$ cat src/rtl/lathe_input_conditioner_if.sv
// Panel-to-timer-stage signal bundle for the lathe input conditioner.
// master drives the raw contacts and ena; slave is the conditioner itself.
interface lathe_input_conditioner_if;
  logic       ena;
  logic       raw_start;
  logic       raw_auto;
  logic       raw_man;
  logic       raw_estop_n;
  logic       start_o;
  logic       auto_o;
  logic       man_o;
  logic       fault_o;
  logic [1:0] state_o;

  modport master (
    output ena, raw_start, raw_auto, raw_man, raw_estop_n,
    input  start_o, auto_o, man_o, fault_o, state_o
  );

  modport slave (
    input  ena, raw_start, raw_auto, raw_man, raw_estop_n,
    output start_o, auto_o, man_o, fault_o, state_o
  );
endinterface

$ cat src/rtl/lathe_input_conditioner.sv
// Lathe operator-panel front end: 2-flop synchronizers, per-contact debounce,
// single-mode arbitration FSM with latched FAULT, registered clean outputs.
module lathe_input_conditioner #(
  parameter int DEBOUNCE_CYCLES = 1_000_000,
  parameter int CNT_W           = 24
) (
  input logic                       clk,
  input logic                       reset,
  lathe_input_conditioner_if.slave  bus
);

  typedef enum logic [1:0] {
    S_IDLE  = 2'd0,
    S_AUTO  = 2'd1,
    S_MAN   = 2'd2,
    S_FAULT = 2'd3
  } state_t;

  localparam logic [CNT_W-1:0] CNT_MAX = CNT_W'(DEBOUNCE_CYCLES - 1);
  // Bit order of the contact vectors: 0 start, 1 auto, 2 man, 3 estop_n.
  localparam logic [3:0] SYNC_RST = 4'b1000;

  logic [3:0]            sync1_q, sync1_d, sync2_q, sync2_d;
  logic [2:0]            db_q, db_d;
  logic [2:0][CNT_W-1:0] cnt_q, cnt_d;
  logic                  db_start_dly_q, db_start_dly_d;
  state_t                state_q, state_d;
  logic                  start_q, start_d, auto_q, auto_d, man_q, man_d, fault_q, fault_d;

  logic estop, start_rise, db_start, db_auto, db_man, illegal;

  assign db_start   = db_q[0];
  assign db_auto    = db_q[1];
  assign db_man     = db_q[2];
  assign estop      = ~sync2_q[3];
  assign start_rise = db_start & ~db_start_dly_q;
  assign illegal    = estop | (db_auto & db_man);

  // Synchronizer chain; everything freezes while ena is low.
  always_comb begin
    sync1_d        = sync1_q;
    sync2_d        = sync2_q;
    db_start_dly_d = db_start_dly_q;
    if (bus.ena) begin
      sync1_d        = {bus.raw_estop_n, bus.raw_man, bus.raw_auto, bus.raw_start};
      sync2_d        = sync1_q;
      db_start_dly_d = db_start;
    end
  end

  // Debounce: a level change must persist DEBOUNCE_CYCLES consecutive cycles.
  always_comb begin
    db_d  = db_q;
    cnt_d = cnt_q;
    if (bus.ena) begin
      for (int i = 0; i < 3; i++) begin
        if (sync2_q[i] != db_q[i]) begin
          if (cnt_q[i] == CNT_MAX) begin
            db_d[i]  = sync2_q[i];
            cnt_d[i] = '0;
          end else begin
            cnt_d[i] = cnt_q[i] + 1'b1;
          end
        end else begin
          cnt_d[i] = '0;
        end
      end
    end
  end

  // Mode arbitration and output decode from the next state.
  always_comb begin
    state_d = state_q;
    if (bus.ena) begin
      unique case (state_q)
        S_IDLE: begin
          if (illegal)                   state_d = S_FAULT;
          else if (start_rise & db_auto) state_d = S_AUTO;
          else if (start_rise & db_man)  state_d = S_MAN;
        end
        S_AUTO: begin
          if (illegal)                   state_d = S_FAULT;
          else if (~db_start | ~db_auto) state_d = S_IDLE;
        end
        S_MAN: begin
          if (illegal)                   state_d = S_FAULT;
          else if (~db_start | ~db_man)  state_d = S_IDLE;
        end
        S_FAULT: begin
          if (~(estop | db_start | db_auto | db_man)) state_d = S_IDLE;
        end
        default: state_d = S_IDLE;
      endcase
    end
    start_d = (state_d == S_AUTO) | (state_d == S_MAN);
    auto_d  = (state_d == S_AUTO);
    man_d   = (state_d == S_MAN);
    fault_d = (state_d == S_FAULT);
  end

  // State and output registers with synchronous reset.
  always_ff @(posedge clk) begin
    if (reset) begin
      sync1_q        <= SYNC_RST;
      sync2_q        <= SYNC_RST;
      db_q           <= '0;
      cnt_q          <= '0;
      db_start_dly_q <= 1'b0;
      state_q        <= S_IDLE;
      start_q        <= 1'b0;
      auto_q         <= 1'b0;
      man_q          <= 1'b0;
      fault_q        <= 1'b0;
    end else begin
      sync1_q        <= sync1_d;
      sync2_q        <= sync2_d;
      db_q           <= db_d;
      cnt_q          <= cnt_d;
      db_start_dly_q <= db_start_dly_d;
      state_q        <= state_d;
      start_q        <= start_d;
      auto_q         <= auto_d;
      man_q          <= man_d;
      fault_q        <= fault_d;
    end
  end

  assign bus.start_o = start_q;
  assign bus.auto_o  = auto_q;
  assign bus.man_o   = man_q;
  assign bus.fault_o = fault_q;
  assign bus.state_o = state_q;

endmodule

$ cat src/flat_wrapper.sv
// flat-port wrapper written by rule: the top's interface ports become plain ports
module lathe_input_conditioner_flat 
#(
  parameter int DEBOUNCE_CYCLES = 1_000_000,
  parameter int CNT_W           = 24
)
  (clk, reset, bus_ena, bus_raw_start, bus_raw_auto, bus_raw_man, bus_raw_estop_n, bus_start_o, bus_auto_o, bus_man_o, bus_fault_o, bus_state_o);
  lathe_input_conditioner_if bus_i ();
  input logic clk;
  input logic reset;
  input wire logic [$bits(bus_i.ena)-1:0] bus_ena;
  input wire logic [$bits(bus_i.raw_start)-1:0] bus_raw_start;
  input wire logic [$bits(bus_i.raw_auto)-1:0] bus_raw_auto;
  input wire logic [$bits(bus_i.raw_man)-1:0] bus_raw_man;
  input wire logic [$bits(bus_i.raw_estop_n)-1:0] bus_raw_estop_n;
  output wire logic [$bits(bus_i.start_o)-1:0] bus_start_o;
  output wire logic [$bits(bus_i.auto_o)-1:0] bus_auto_o;
  output wire logic [$bits(bus_i.man_o)-1:0] bus_man_o;
  output wire logic [$bits(bus_i.fault_o)-1:0] bus_fault_o;
  output wire logic [$bits(bus_i.state_o)-1:0] bus_state_o;
  assign bus_i.ena = bus_ena;
  assign bus_i.raw_start = bus_raw_start;
  assign bus_i.raw_auto = bus_raw_auto;
  assign bus_i.raw_man = bus_raw_man;
  assign bus_i.raw_estop_n = bus_raw_estop_n;
  assign bus_start_o = bus_i.start_o;
  assign bus_auto_o = bus_i.auto_o;
  assign bus_man_o = bus_i.man_o;
  assign bus_fault_o = bus_i.fault_o;
  assign bus_state_o = bus_i.state_o;
  lathe_input_conditioner #(.DEBOUNCE_CYCLES(DEBOUNCE_CYCLES), .CNT_W(CNT_W)) u_core (.clk(clk), .reset(reset), .bus(bus_i));
endmodule
$ cat config.mk
export PLATFORM = sky130hd
export DESIGN_NAME = lathe_input_conditioner_flat
export DESIGN_NICKNAME = d
export VERILOG_FILES = /design/src/rtl/lathe_input_conditioner_if.sv /design/src/rtl/lathe_input_conditioner.sv /design/src/flat_wrapper.sv
export SDC_FILE = /design/constraint.sdc
export NUM_CORES = 1
export LEC_CHECK = 0
export ABC_AREA = 1
export ABC_CLOCK_PERIOD_IN_PS = 4550
export BUFFER_PORTS_ARGS = -buffer_cell sky130_fd_sc_hd__clkbuf_2
export CAP_MARGIN = 15
export CORE_ASPECT_RATIO = 0.8
export CORE_MARGIN = 2
export CORE_UTILIZATION = 30
export CTS_CLUSTER_DIAMETER = 60
export DETAILED_ROUTE_END_ITERATION = 6
export GPL_ROUTABILITY_DRIVEN = 1
export PLACE_DENSITY = 0.56
export SLEW_MARGIN = 20
export SYNTH_ARGS = -nofsm -noshare
export SYNTH_HDL_FRONTEND = slang
export SYNTH_SLANG_ARGS = --single-unit
$ cat constraint.sdc
create_clock -name clk -period 4.55 [get_ports clk]
set_input_delay 0.455 -clock clk [delete_from_list [all_inputs] [get_ports clk]]
set_output_delay 0.455 -clock clk [all_outputs]
set_load 0.01 [all_outputs]
==> results of run 1 <==
-- cells in the final DEF (no fill, tap or decap), types with 3 or more instances in the layout --
cell type,Yosys,final
nand2_2,5,5
o21ai_0,32,32
xor2_1,10,10
and3_1,3,3
clkbuf_2,1,12
dfxtp_1,90,90
clkbuf_16,0,9
a21oi_1,54,54
xnor2_1,3,3
or2_0,4,4
nand2_1,238,238
nor2_2,4,4
nor3_1,32,32
nand4_1,18,18
inv_1,100,100
nand3_1,66,66
nor2_1,160,160
nand3b_1,4,4
ha_1,6,6
-- sequential cells by signal, indices dropped and copies added, names as in the netlist --
name                   flops
u_core.bus.auto_o          1
u_core.bus.fault_o         1
u_core.bus.man_o           1
u_core.bus.start_o         1
u_core.bus.state_o         2
u_core.cnt_q              72
u_core.db_q                3
u_core.db_start_dly_q      1
u_core.sync1_q             4
u_core.sync2_q             4
-- synthesized netlist by cell type (all sizes together) (3+ instances only) --
cell | n | area [um^2]
or2 | 5 | 31.3
buf | 6 | 28.8
ha | 6 | 75.1
and3 | 3 | 18.8
xnor2 | 3 | 26.3
nand3 | 66 | 330
nor2 | 165 | 637
clkbuf | 12 | 46.3
dfxtp | 90 | 1800
o21ai | 33 | 165
nand2 | 243 | 925
nand3b | 4 | 30.0
inv | 101 | 379
xor2 | 11 | 104
a21oi | 54 | 270
nand4 | 18 | 113
nor3 | 32 | 160
-- cell families after synthesis --
logic type      after synthesis  share of synthesized area, %
buf+inv                     119                          8.70
flops                        90                          34.5
fa+ha+maj                     6                          1.44
xor+xnor                     14                          2.49
simple gates                541                          43.7
compound gates               93                          9.16
-- final timing paths --
kind	startpoint	to	slack [ps]	cells after the start
setup reg to reg	u_core.cnt_q[1]	u_core.cnt_q[3]	2190	10
hold / removal	bus_raw_estop_n	u_core.sync1_q[3]	340	3
setup / recovery	u_core.cnt_q[1]	u_core.cnt_q[3]	2190	10
hold reg to reg	u_core.sync1_q[3]	u_core.sync1_q[3]	460	2
-- power by group --
group,leakage (nW),internal [mW],switching (mW)
Combinational,1.32,0.0264,0.0680
Clock,0.134,0.385,0.325
Sequential,0.728,0.799,0.00776
Total,2.18,1.21,0.401
-- per-layer routing --
layer	up-vias	GRT usage (%)	routed length (um)
met2	116	20.5	5180
met4	0	3.86	146
met5	-	0	0
met1	2291	23.6	7300
met3	12	3.00	605
li1	2756	-	-
-- stage by stage --
stage	utilization (%)	hold WS [ps]	area, um^2	power (mW)	worst slack (ps)
2_1_floorplan	-	429	5220	0.890	2930
3_3_place_gp	32.0	443	5500	0.919	1940
3_5_place_dp	32.0	446	5500	0.919	1890
4_1_cts	33.7	320	5780	1.64	2200
5_1_grt	33.7	347	5780	1.68	1880
6_report	33.7	337	5780	1.61	2190
-- area by class of cell --
| class | instances | area, um^2 |
|---|---|---|
| Fill cell | 1877 | 11400 |
| Multi-Input combinational cell | 654 | 2960 |
| Sequential cell | 90 | 1800 |
| Inverter | 101 | 379 |
| Tap cell | 225 | 282 |
| Clock buffer | 10 | 239 |
| Timing Repair Buffer | 14 | 75.1 |
| Clock inverter | 6 | 42.5 |
-- tightest hold or removal path, delay by kind of cell --
kind	cells	cell delay (ps)
buf+inv	1	90
simple gates	2	110
==> out/metrics.cfg, run 1 <==
[final_layout]
drive_above_1_share_pct = 4.91
stdcell_count = 1100
n_antenna_cell = 0
area_growth_syn_to_layout_pct = 10.8
layout.nets = 883

[setup_path]
crit_slowest_cell = nand3_1
path_buf_inv = 0
crit_family = simple AND/OR/NAND/NOR gates
cp-end-kind = flip-flop
arrival_ps = 2590
cpMostUsedCell = nand2_1
path_class = flip-flop to flip-flop
path_cells = ha_1, nand2_1, nor2_2, nand2_1, nor2_1, nand3_1, nand2_1, nand2_2, nand2_2, nor3_1
start_kind = flip-flop
crit_fanout = 13
critPathMaxStageDelay_ps = 390
cp_data_required_time_ps = 4780

[cts]
h-tree-depth = 3
cts_resized = 0
cts_root_buf = clkbuf_16
post_cts_buffers = 0
hold_buffers = 0
cts_sinks = 90
clockBufferDepth = 2
clk_pin_slew_worst_paths_ps = 70
cts_tree = built
clkLatencyLatePin_ps = 350
numCtsBuffers = 9

[global_route]
grt.total_usage_pct = 15.0
antenna_found_initial = 0
grt_pass1_wl_um = 22200
first_global_vias = 4480
grt_overflow = 0
grt_max_degree = 48

[timing]
final-max-slew-violation-count = 0
slew_headroom_pct = 47.3
hold_violations = 0
tns_ps = 0
tightest_slew_ps = 790
max_freq_mhz = 425
period_minus_slack_ps = 2360
clock_skew_ps = 5.01
setup_viol = 0
rsz0062_at_grt = no
finalCritPeriodShare_pct = 51.8

[floorplan]
start_util_pct = 30.4
coreArea_mm2 = 0.0172
dieArea_mm2 = 0.0185
num_io_pins = 13
die_height_um = 122
die_w_um = 151
num_rows = 43

[detailed_routing]
wl_per_cell_um = 12.0
routed_via_density = 4.70
routed_wl_um = 13200
vias = 5175
drt_iter0_markers = 416
firstDrtPassIters = 6
ant_nets = 0
drc = 0

[min_path]
min_path_type = primary input to flip-flop

[power_and_ir_drop]
p_leak_nw = 2.18
peakVddDrop_uv = 210
powerDensity_mw_per_mm2 = 279

[logic_synthesis]
syn-num-nets = 876
synth_cells = 863
ys_seq_area_share_pct = 34.5
async_flop_share_pct = 0
ys_ff_latch = 90
ys_types = 33
ys_warn_count = 0
synth_edf_count = 0
synthesis.area_mm2 = 0.00522
synth_ff_type = dfxtp_1
avgSynthCellArea_um2 = 6.05

[place]
portBuffers = 12
hpwl_um = 9690
gp_congestion = 0.866
dp_cells = 1084

[job]
drv_cap = 0

[run_status]
status = complete, no violations

(Power assumes the default switching activity.)
==> run 2: changes to the inputs <==
Settings changed: ABC_CLOCK_PERIOD_IN_PS 4550 to 2100, PLACE_DENSITY 0.56 to 0.58.
Clock period 4.55 ns to 2.1 ns, I/O delays scaled along.
==> run 2 against run 1 <==
  * Flip-flop and latch count unchanged
  * Combinational power increased by 120%
  * Global-route usage increased by 0.15 points
  * Die area unchanged
  * Non-clock buffer count increased by 6
  * Critical endpoint is now u_core.cnt_q[56]
  * Largest power group is now the clock network
==> out/metrics.cfg, run 2 (synthesis gave the netlist of run 1 again) <==
[run_status]
status = complete, no violations

[setup_path]
start_kind = flip-flop
arrival_ps = 2040
ff2ff_setup_slack_ps = 290
path_cells = ha_1, inv_1, nor2_1, nand2_1, nor2_1, nand3_1, nand2_1, nand2_1, nand2_2, nor3_1
r2r-end = u_core.cnt_q[56]
path_buf_inv = 1
crit_family = simple AND/OR/NAND/NOR gates
crit_fanout = 10
path_class = flip-flop to flip-flop
critPathMaxStageDelay_ps = 360
reg2reg_depth = 10
cp-end-kind = flip-flop
crit_slowest_cell = dfxtp_1
rr_startpoint = u_core.cnt_q[49]
cpMostUsedCell = nand2_1
cp_data_required_time_ps = 2330
path_depth = 10

[cts]
post_cts_buffers = 0
cts_resized = 0
numCtsBuffers = 9
clockBufferDepth = 2
h-tree-depth = 3
clkLatencyLatePin_ps = 350
clk_pin_slew_worst_paths_ps = 60
cts_tree = built
cts_sinks = 90
hold_buffers = 0
cts_root_buf = clkbuf_16

[final_layout]
regArea_mm2 = 0.00180
n_antenna_cell = 0
final_cell_mix = nand2_1 (238), nor2_1 (160), inv_1 (100), dfxtp_1 (90), nand3_1 (66)
top_regs = u_core.cnt_q x72, u_core.sync1_q x4, u_core.sync2_q x4
multi_input_area_mm2 = 0.00296
area_growth_syn_to_layout_pct = 12.6
top_register = u_core.cnt_q
fill_cells = 1868
layout.nets = 889
largest_reg_flops = 72
drive_above_1_share_pct = 5.34
mostFrequentLayoutCell = nand2_1

[detailed_routing]
wl_per_cell_um = 11.8
ant_nets = 0
wl_met2_um = 5200
firstDrtPassIters = 5
wl_met3_um = 594
top_layer = met4
drt_iter0_markers = 400
vias = 5175
routed_wl_um = 13000
met1_length_um = 7100
routed_via_density = 4.68
drc = 0

[power_and_ir_drop]
power_mw = 3.73
peakVddDrop_uv = 398
p_leak_nw = 2.23
powerDensity_mw_per_mm2 = 634

[timing]
period_minus_slack_ps = 1810
slew_headroom_pct = 69.4
final-max-slew-violation-count = 0
tightest_slew_ps = 457
tns_ps = 0
max_freq_mhz = 553
finalCritPeriodShare_pct = 86.2
setup_viol = 0
clock_skew_ps = 8.01
hold_violations = 0
rsz0062_at_grt = no

[global_route]
antenna_found_initial = 0
first_global_vias = 4636
grt_pass1_wl_um = 22400
grt_overflow = 0
grt.total_usage_pct = 15.2
grt_max_degree = 33

[floorplan]
num_io_pins = 13
die_height_um = 122
num_rows = 43
die_w_um = 151
start_util_pct = 30.4
dieArea_mm2 = 0.0185
coreArea_mm2 = 0.0172

[min_path]
min_to = u_core.sync1_q[3]
min_from = bus_raw_estop_n
hold_depth = 3
min_path_type = primary input to flip-flop

[place]
hpwl_um = 9590
gp_congestion = 0.891
portBuffers = 12

[job]
drv_cap = 0

-- run 2: cell count changes in the layout (fill, tap and decap cells not counted) --
cell	before	now
bufinv_16	0	2
clkinv_4	2	1
buf_4	2	7
clkinv_2	2	0
clkinvlp_4	2	1
clkbuf_1	0	1
buf_12	0	1
-- run 2: worst max path at each step --
stage | startpoint | end | slack (ps)
floorplan | u_core.db_q[2] | u_core.bus.start_o | 480
global placement | u_core.db_q[2] | u_core.bus.start_o | 320
detailed placement | u_core.db_q[2] | u_core.bus.start_o | 330
CTS | u_core.db_q[2] | u_core.bus.start_o | 310
global route | u_core.db_q[2] | u_core.bus.start_o | 20
finish | u_core.cnt_q[49] | u_core.cnt_q[56] | 290
-- run 2: worst min-delay path: cells and delay by family --
kind          cells  cell delay [ps]
buf+inv           1               70
simple gates      2              100
-- run 2: power by group --
group	switching, mW	internal, mW	leakage (nW)
clock	0.694	1.07	0.152
combinational	0.147	0.0652	1.35
sequential	0.0168	1.73	0.728
total	0.858	2.87	2.23
-- run 2: layer usage --
metal / up-vias / track usage (%)
li1: 2772 / -
met1: 2263 / 22.4
met4: 0 / 4.15
met5: - / 0
met3: 11 / 3.48
met2: 129 / 22.0
-- run 2: area by class of cell --
type                       count  area share [%]
clock buffer                  11            4.13
clock inverter                 4            1.30
inverter                     101            6.45
multi-input combinational    654            50.4
sequential                    90            30.7
tap                          225            4.79
timing repair buffer          20            2.26
-- run 2: metrics by stage --
stage          cell area [um^2]  cells  utilization (%)  worst slack [ps]  hold WS, ps
3_3_place_gp               5560   1090             32.4               321          434
2_1_floorplan              5220    863                -               479          286
3_5_place_dp               5560   1090             32.4               330          432
5_1_grt                    5880   1105             34.2              19.0         80.9
6_report                   5880   1105             34.2               290         73.0
4_1_cts                    5880   1105             34.2               312         60.6
